<file path="config.mk">
export PLATFORM = sky130hd
export DESIGN_NAME = muldiv_unit_flat
export DESIGN_NICKNAME = d
export VERILOG_FILES = /design/src/rtl/muldiv_if.sv /design/src/rtl/muldiv_unit.sv /design/src/flat_wrapper.sv
export SDC_FILE = /design/constraint.sdc
export NUM_CORES = 1
export LEC_CHECK = 0
export ABC_AREA = 0
export CORE_MARGIN = 2
export CORE_UTILIZATION = 45
export CTS_BUF_LIST = sky130_fd_sc_hd__clkbuf_8
export CTS_CLUSTER_DIAMETER = 200
export CTS_CLUSTER_SIZE = 30
export DETAILED_ROUTE_END_ITERATION = 16
export PLACE_DENSITY_LB_ADDON = 0.08
export SYNTH_ARGS = -nofsm -noshare
export SYNTH_HDL_FRONTEND = slang
export SYNTH_SLANG_ARGS = --single-unit
</file>
<file path="constraint.sdc">
create_clock -name clk -period 10 [get_ports clk]
set_input_delay 2 -clock clk [delete_from_list [all_inputs] [get_ports clk]]
set_output_delay 2 -clock clk [all_outputs]
set_load 0.03 [all_outputs]
</file>
<file path="src/rtl/muldiv_if.sv">
// Request/response bundle between the execute stage and the multiply/divide unit.
// The unit itself connects through the slave modport; the requester uses master.
interface muldiv_if #(
    parameter int WIDTH = 32
);
    logic             i_start;
    logic [2:0]       i_op;
    logic [WIDTH-1:0] i_a;
    logic [WIDTH-1:0] i_b;
    logic             o_busy;
    logic             o_done;
    logic             o_div_by_zero;
    logic [WIDTH-1:0] o_hi;
    logic [WIDTH-1:0] o_lo;

    modport master (
        output i_start, i_op, i_a, i_b,
        input  o_busy, o_done, o_div_by_zero, o_hi, o_lo
    );

    modport slave (
        input  i_start, i_op, i_a, i_b,
        output o_busy, o_done, o_div_by_zero, o_hi, o_lo
    );
endinterface

</file>
<file path="src/rtl/muldiv_unit.sv">
// Iterative MIPS multiply/divide unit with private HI/LO registers.
// Signed operations run on magnitudes; signs are reapplied in the FIX state.
module muldiv_unit #(
    parameter int WIDTH = 32
) (
    input  logic     clk,
    input  logic     reset,
    muldiv_if.slave  bus
);
    localparam int CW = $clog2(WIDTH + 1);

    localparam logic [1:0] S_IDLE = 2'd0;
    localparam logic [1:0] S_RUN  = 2'd1;
    localparam logic [1:0] S_FIX  = 2'd2;

    localparam logic [WIDTH-1:0]   ONE   = {{(WIDTH-1){1'b0}}, 1'b1};
    localparam logic [2*WIDTH-1:0] ONE2  = {{(2*WIDTH-1){1'b0}}, 1'b1};
    localparam logic [WIDTH-1:0]   ZERO  = '0;

    logic [1:0]         r_state;
    logic [CW-1:0]      r_cnt;
    logic               r_isDiv;
    logic               r_negLo;
    logic               r_negHi;
    logic               r_bZero;
    logic [WIDTH-1:0]   r_aOrig;
    logic [WIDTH-1:0]   r_opnd;
    logic [2*WIDTH-1:0] r_acc;
    logic [WIDTH-1:0]   r_hi;
    logic [WIDTH-1:0]   r_lo;
    logic               r_done;
    logic               r_dbz;

    logic               w_accept;
    logic               w_isMulDiv;
    logic               w_signed;
    logic [WIDTH-1:0]   w_aMag;
    logic [WIDTH-1:0]   w_bMag;
    logic [WIDTH:0]     w_mulSum;
    logic [2*WIDTH-1:0] w_mulNext;
    logic [WIDTH:0]     w_divShift;
    logic               w_divOk;
    logic [WIDTH-1:0]   w_divDiff;
    logic [2*WIDTH-1:0] w_divNext;
    logic [2*WIDTH-1:0] w_prod;
    logic [WIDTH-1:0]   w_quot;
    logic [WIDTH-1:0]   w_rem;
    logic [WIDTH-1:0]   w_fixHi;
    logic [WIDTH-1:0]   w_fixLo;

    // Requests are only honoured while idle; ops 000-011 start an iteration.
    assign w_accept   = bus.i_start && (r_state == S_IDLE);
    assign w_isMulDiv = ~bus.i_op[2];
    assign w_signed   = ~bus.i_op[0];
    assign w_aMag     = (w_signed && bus.i_a[WIDTH-1]) ? (~bus.i_a + ONE) : bus.i_a;
    assign w_bMag     = (w_signed && bus.i_b[WIDTH-1]) ? (~bus.i_b + ONE) : bus.i_b;

    // Multiply step: add multiplicand into the upper half when the low bit is set, then shift right.
    assign w_mulSum  = {1'b0, r_acc[2*WIDTH-1:WIDTH]} + (r_acc[0] ? {1'b0, r_opnd} : '0);
    assign w_mulNext = {w_mulSum, r_acc[WIDTH-1:1]};

    // Divide step: shift the next dividend bit into the remainder and subtract if it fits.
    // The true difference is always below 2^WIDTH, so the low WIDTH bits suffice.
    assign w_divShift = {r_acc[2*WIDTH-1:WIDTH], r_acc[WIDTH-1]};
    assign w_divOk    = (w_divShift >= {1'b0, r_opnd});
    assign w_divDiff  = w_divShift[WIDTH-1:0] - r_opnd;
    assign w_divNext  = {(w_divOk ? w_divDiff : w_divShift[WIDTH-1:0]), r_acc[WIDTH-2:0], w_divOk};

    // Sign correction and result selection written into HI/LO at the FIX edge.
    always_comb begin
        w_prod  = r_negLo ? (~r_acc + ONE2) : r_acc;
        w_quot  = r_negLo ? (~r_acc[WIDTH-1:0] + ONE) : r_acc[WIDTH-1:0];
        w_rem   = r_negHi ? (~r_acc[2*WIDTH-1:WIDTH] + ONE) : r_acc[2*WIDTH-1:WIDTH];
        w_fixHi = w_prod[2*WIDTH-1:WIDTH];
        w_fixLo = w_prod[WIDTH-1:0];
        if (r_isDiv) begin
            if (r_bZero) begin
                w_fixHi = r_aOrig;
                w_fixLo = '1;
            end else begin
                w_fixHi = w_rem;
                w_fixLo = w_quot;
            end
        end
    end

    // Control FSM and iteration datapath: latch magnitudes, iterate WIDTH times, then fix up.
    always_ff @(posedge clk or posedge reset) begin
        if (reset) begin
            r_state <= S_IDLE;
            r_cnt   <= '0;
            r_isDiv <= 1'b0;
            r_negLo <= 1'b0;
            r_negHi <= 1'b0;
            r_bZero <= 1'b0;
            r_aOrig <= '0;
            r_opnd  <= '0;
            r_acc   <= '0;
        end else begin
            case (r_state)
                S_IDLE: begin
                    if (w_accept && w_isMulDiv) begin
                        r_state <= S_RUN;
                        r_cnt   <= '0;
                        r_isDiv <= bus.i_op[1];
                        r_negLo <= w_signed & (bus.i_a[WIDTH-1] ^ bus.i_b[WIDTH-1]);
                        r_negHi <= w_signed & bus.i_a[WIDTH-1];
                        r_bZero <= (bus.i_b == ZERO);
                        r_aOrig <= bus.i_a;
                        if (bus.i_op[1]) begin
                            r_acc  <= {ZERO, w_aMag};
                            r_opnd <= w_bMag;
                        end else begin
                            r_acc  <= {ZERO, w_bMag};
                            r_opnd <= w_aMag;
                        end
                    end
                end
                S_RUN: begin
                    r_acc <= r_isDiv ? w_divNext : w_mulNext;
                    r_cnt <= r_cnt + CW'(1);
                    if (r_cnt == CW'(WIDTH - 1)) begin
                        r_state <= S_FIX;
                    end
                end
                default: begin
                    r_state <= S_IDLE;
                end
            endcase
        end
    end

    // HI/LO change only on a finished operation or an accepted MTHI/MTLO.
    always_ff @(posedge clk or posedge reset) begin
        if (reset) begin
            r_hi <= '0;
            r_lo <= '0;
        end else if (r_state == S_FIX) begin
            r_hi <= w_fixHi;
            r_lo <= w_fixLo;
        end else if (w_accept && (bus.i_op == 3'b100)) begin
            r_hi <= bus.i_a;
        end else if (w_accept && (bus.i_op == 3'b101)) begin
            r_lo <= bus.i_a;
        end
    end

    // Done pulses for the cycle after FIX; the divide-by-zero flag holds until the next accepted request.
    always_ff @(posedge clk or posedge reset) begin
        if (reset) begin
            r_done <= 1'b0;
            r_dbz  <= 1'b0;
        end else begin
            r_done <= (r_state == S_FIX);
            if (r_state == S_FIX) begin
                r_dbz <= r_isDiv & r_bZero;
            end else if (w_accept && (bus.i_op <= 3'd5)) begin
                r_dbz <= 1'b0;
            end
        end
    end

    assign bus.o_busy        = (r_state != S_IDLE);
    assign bus.o_done        = r_done;
    assign bus.o_div_by_zero = r_dbz;
    assign bus.o_hi          = r_hi;
    assign bus.o_lo          = r_lo;
endmodule
</file>
<file path="src/flat_wrapper.sv">
// flat-port wrapper written by rule: the top's interface ports become plain ports
module muldiv_unit_flat 
#(
    parameter int WIDTH = 32
)
  (clk, reset, bus_i_start, bus_i_op, bus_i_a, bus_i_b, bus_o_busy, bus_o_done, bus_o_div_by_zero, bus_o_hi, bus_o_lo);
  muldiv_if #(.WIDTH(WIDTH)) bus_i ();
  input  logic clk;
  input  logic reset;
  input wire logic [$bits(bus_i.i_start)-1:0] bus_i_start;
  input wire logic [$bits(bus_i.i_op)-1:0] bus_i_op;
  input wire logic [$bits(bus_i.i_a)-1:0] bus_i_a;
  input wire logic [$bits(bus_i.i_b)-1:0] bus_i_b;
  output wire logic [$bits(bus_i.o_busy)-1:0] bus_o_busy;
  output wire logic [$bits(bus_i.o_done)-1:0] bus_o_done;
  output wire logic [$bits(bus_i.o_div_by_zero)-1:0] bus_o_div_by_zero;
  output wire logic [$bits(bus_i.o_hi)-1:0] bus_o_hi;
  output wire logic [$bits(bus_i.o_lo)-1:0] bus_o_lo;
  assign bus_i.i_start = bus_i_start;
  assign bus_i.i_op = bus_i_op;
  assign bus_i.i_a = bus_i_a;
  assign bus_i.i_b = bus_i_b;
  assign bus_o_busy = bus_i.o_busy;
  assign bus_o_done = bus_i.o_done;
  assign bus_o_div_by_zero = bus_i.o_div_by_zero;
  assign bus_o_hi = bus_i.o_hi;
  assign bus_o_lo = bus_i.o_lo;
  muldiv_unit #(.WIDTH(WIDTH)) u_core (.clk(clk), .reset(reset), .bus(bus_i));
endmodule
</file>
# Yosys cells after proc, flatten, opt, wreduce, memory -nomap -nowiden
# Cells that the tools add are included.
# op_classes
add_sub_neg	8
magnitude_cmp	2
n_eq_ne	8
mux	28
bitwise_logic	11
reduce_logical	18
# ops
cell	count
2-to-1 mux 32 bit	17
2-to-1 mux 64 bit	3
adder 32 x 1 -> 32 bit (second input constant)	4
NOT 32 bit	4
case mux 64 bit (2 select lines)	1
adder 64 x 1 -> 64 bit (second input constant)	1
NOT 64 bit	1
adder 32 x 33 -> 33 bit	1
greater-or-equal comparator 33 x 32 -> 1 bit	1
logical NOT 32 bit	1
subtractor 32 bit	1
case mux 6 bit (2 select lines)	1
nonzero test 2 bit	5
AND reduction 2 bit	4
logical AND 1 bit	7
adder 6 x 1 -> 6 bit (second input constant)	1
equality test 3 bit (second input constant)	2
equality test 6 x 5 -> 1 bit (second input constant)	1
2-to-1 mux 6 bit	1
2-to-1 mux 2 bit	2
inequality test 2 x 1 -> 1 bit (second input constant)	2
case mux 2 bit (2 select lines)	1
bitwise AND 1 bit	3
less-or-equal comparator 3 bit (second input constant)	1
other kinds (7)	9
# word_totals
ff_bits	206
inputBits	70
out_inout_bits	67
word_cells	88

# Longest topological paths before layout
# depth
depth_word	6
ltp_mapped	15
mapped_depth_nobuf	13

# Worst setup path after synthesis
# No wires, ideal clock.
# synth_timing
path_type	input-to-reg
start	input bus_i_a[1]
end	register u_core.r_acc[28]
t_arrival_ns	4.264
slack_ns	5.632
cell_stages	11
path_buffers	0
path_cell_list	inv_1 ha_1 or3b_2 nor4_1 and3b_1 nand2_1 o31ai_1 xor2_1 nand2_1 o21ai_0 a221oi_1
# synth_between
elab_chain_len	6
# synth_lines
element	line_no	rtl
start: declaration	flat_wrapper.sv:12	input wire logic [$bits(bus_i.i_a)-1:0] bus_i_a;
NOT 32 bit	muldiv_unit.sv:55	assign w_aMag = (w_signed && bus.i_a[WIDTH-1]) ? (~bus.i_a + ONE) : bus.i_a;
adder 32 x 1 -> 32 bit	muldiv_unit.sv:55	
2-to-1 mux 32 bit	muldiv_unit.sv:55	
2-to-1 mux 32 bit	muldiv_unit.sv:110	if (bus.i_op[1]) begin
2-to-1 mux 64 bit	muldiv_unit.sv:102	if (w_accept && w_isMulDiv) begin
case mux 64 bit (2 select lines)	muldiv_unit.sv:100	case (r_state)
end signal: assignment	muldiv_unit.sv:111	r_acc <= {ZERO, w_aMag};
end signal: assignment	muldiv_unit.sv:114	r_acc <= {ZERO, w_bMag};
end signal: assignment	muldiv_unit.sv:120	r_acc <= r_isDiv ? w_divNext : w_mulNext;
end: declaration	muldiv_unit.sv:28	logic [2*WIDTH-1:0] r_acc;
# Every way passes these cells. The select of a mux whose other input is x is not followed.
# A chain may end at the register's enable or synchronous reset.

# Worst setup path after layout
# Ends and elaborated chain as after synthesis.

==> flow_metrics.tcl <==
set metrics [dict create \
    status "complete, no violations" \
    gp_congestion 0.978 \
    cts_max_path_buffers 3 \
    vias 17400 \
    setup_ws_ps 5090 \
    postCtsResizedCells 0 \
    min_path_type "reg -> reg" \
    track_usage_pct 34.0 \
    rsz0062_at_grt "no" \
    fillerInstances 3739 \
    multi_input_area_um2 11200 \
    drtPass1Iterations 6 \
    drive_gt1_share_pct 3.53 \
    port_buffers 136 \
    io_pins 137 \
    post_drt_wl_per_cell_um 24.7 \
    netlist_area_um2 17200 \
    synth_edf_count 0 \
    place_ws_ps 4580 \
    crit_type "in -> reg" \
    grt_pass1_vias 16200 \
    whs_ps 497 \
    timing.critical_path.mode_cell "nand2_1" \
    synthTopCellsByArea "dfrtp_1 30%, nand2_1 7.4%, o21ai_0 5.6%" \
    worstPathRequired_ps 10460 \
    period_share_pct 49.1 \
    reg2reg_depth 11 \
    leakagePower_nw 7.79 \
    antenna_found_initial 0 \
    path_cells "clkdlybuf4s50_1 -> inv_1 -> ha_1 -> or3b_2 -> nor4_1 -> and3b_1 -> nand2_1 -> o31ai_1 -> xor2_1 -> nand2_1 -> o21ai_0 -> a221oi_1" \
    crit_path_max_fanout 5 \
    synth_seq_cells 206 \
    fin_area_um2 19000 \
    async_flop_share_pct 100 \
    cts_htree_levels 1 \
    dp_hpwl_um 50200 \
    yosysMostFrequentCell "nand2_1" \
    cts_sinks 206 \
    yosys_warnings 0 \
    die_w_um 199 \
    end_kind "register" \
    cts_tree "yes" \
    die_h_um 199 \
    power_density_nw_per_um2 289 \
    seqCellArea_um2 5160 \
    hold_path_end "u_core.r_aOrig[0]" \
    worst_path_max_delay_cell "clkdlybuf4s50_1" \
    min-delay-start "u_core.r_aOrig[0]" \
    viasPerCell 6.32 \
    ys.flop_type "dfrtp_1" \
    r2r-start "u_core.r_acc[41]" \
    setup_viol 0 \
    arrival_ps 5370 \
    root_buffer "clkbuf_8" \
    yosysTopAreaCell "dfrtp_1" \
    worst_path_largest_cell_delay_ps 540 \
    clk_pin_slew_ps 210 \
    numCtsBuffers 10 \
    period_needed_ps 4910 \
    maxCapViolCount 0 \
    skew_ps 40.3 \
    grt_pass1_wl_um 102000 \
    post-route-drc-count 0 \
    drtIter0Drc 1758 \
    grt_max_degree 73 \
    antenna_left 0 \
    layout-area-overhead-vs-synth_pct 10.6 \
    cts_hold_buf 0 \
    finalMaxSlewViolations 0 \
    rows 71 \
    peakVddDrop_uv 143 \
    place_area_um2 18800 \
    setup-tns-final_ps 0 \
    clk_latency_ps 550 \
    synth_cells 2225 \
    hold_depth 2 \
    core_area_um2 37600 \
    startpoint_type "input port" \
    fmax_ghz 0.204 \
    r2r-end "u_core.r_acc[61]" \
    nNetsFinal 2379 \
    dieArea_um2 39700 \
    grt-ovfl-total 0 \
    synth_area_per_cell_um2 7.72 \
    initial_utilization_pct 45.7 \
    cts_setup_buffers 0 \
    synth_common_cells "337 x nand2_1, 206 x dfrtp_1, 191 x o21ai_0" \
    yosysUniqueCellTypes 77 \
    hold_violations 0 \
    r2r_slack_ps 5350 \
    tightest_slew_ps 1250 \
    yosysSeqAreaShare_pct 30.0 \
    syn_nets 2366 \
    slew_headroom_pct 16.7 \
    synthDominantCellAreaShare_pct 30.0 \
    routed_wl_um 68000 \
]
[flip-flops by register name, summed over array words and instances (netlist names), 2 cells and up]
register and count:
u_core.r_acc 64, u_core.bus.o_hi 32, u_core.bus.o_lo 32, u_core.r_aOrig 32, u_core.r_opnd 32, u_core.r_cnt 6
u_core.r_state 2
[final cells by class]
cell class	count	share of cell area (%)
antenna	1	0.0132
inverter	76	1.54
tap	511	3.37
timing repair buffer	161	8.13
clock buffer	11	0.797
clock inverter	2	0.178
sequential	206	27.2
multi-input combinational	1783	58.8
[power by group]
part	internal [mW]	switching, mW
Clock	0.127	0.280
Sequential	1.10	0.538
Combinational	1.39	2.06
[how the worst max path moves through the flow]
stage / start / to / slack [ps] / cells after the start
finish: bus_i_a[1] / u_core.r_acc[28] / 5090 / 12
CTS: bus_i_a[1] / u_core.r_acc[28] / 5160 / 12
global placement: bus_i_a[1] / u_core.r_acc[28] / 4670 / 12
detailed placement: bus_i_a[1] / u_core.r_acc[28] / 4580 / 12
floorplan: reset / u_core.bus.o_div_by_zero / 2380 / 1
global route: bus_i_a[1] / u_core.r_acc[26] / 4870 / 12
[kinds of logic after synthesis]
logic type                 count (synthesis)  share of synthesized area (%)
and+or+nand+nor                          758                           20.1
muxes                                     68                           4.01
buffers and inverters                    236                           5.24
DFF                                      206                           30.0
AOI/OAI and AO/OA                        707                           26.2
xor gates and xnor gates                 179                           9.13
adders and majority gates                 71                           5.26
[critical path, delay by kind of cell]
family | cells | cell delay [ps]
adders and majority gates | 1 | 170
and+or+nand+nor | 5 | 1640
buffers and inverters | 2 | 690
xor gates and xnor gates | 1 | 120
AOI/OAI and AO/OA | 3 | 720
[stage by stage]
stage | total power, mW | instances | utilization (%)
final | 5.49 | 2751 | 50.5
after global routing | 5.87 | 2750 | 50.5
after CTS | 5.43 | 2750 | 50.5
after detailed placement | 5.01 | 2737 | 50.0
after global placement | 4.98 | 2737 | 50.0
after floorplan | 3.96 | 2225 | -
[layout by cell type, fill, tap and decap left out, types with 9 or more instances in the layout]
cell and n:
a211oi_1 48, a21boi_0 9, a21o_1 29, a21oi_1 167
a221oi_1 16, a22oi_1 31, a31oi_1 23, and2_1 11
and3_1 14, buf_4 25, clkbuf_8 11, clkdlybuf4s50_1 135
dfrtp_1 204, ha_1 69, inv_1 74, mux2i_1 62
nand2_1 337, nand2b_1 19, nand3_1 39, nand4_1 15
nor2_1 170, nor2b_1 15, nor3_1 39, nor4_1 16
o211ai_1 19, o21ai_0 191, o221ai_1 25, o22ai_1 38
o31ai_1 35, or3_1 30, or4_1 17, xnor2_1 109
xor2_1 70
[per-layer routing]
layer,global-route usage (%),part of all wire (%),vias up
met5,0,0,-
met1,45.9,42,8411
met2,55.3,46,813
met3,5.38,7.8,143
li1,-,-,8027
met4,12.3,4.4,0
Power figures use the tool's default switching activity.
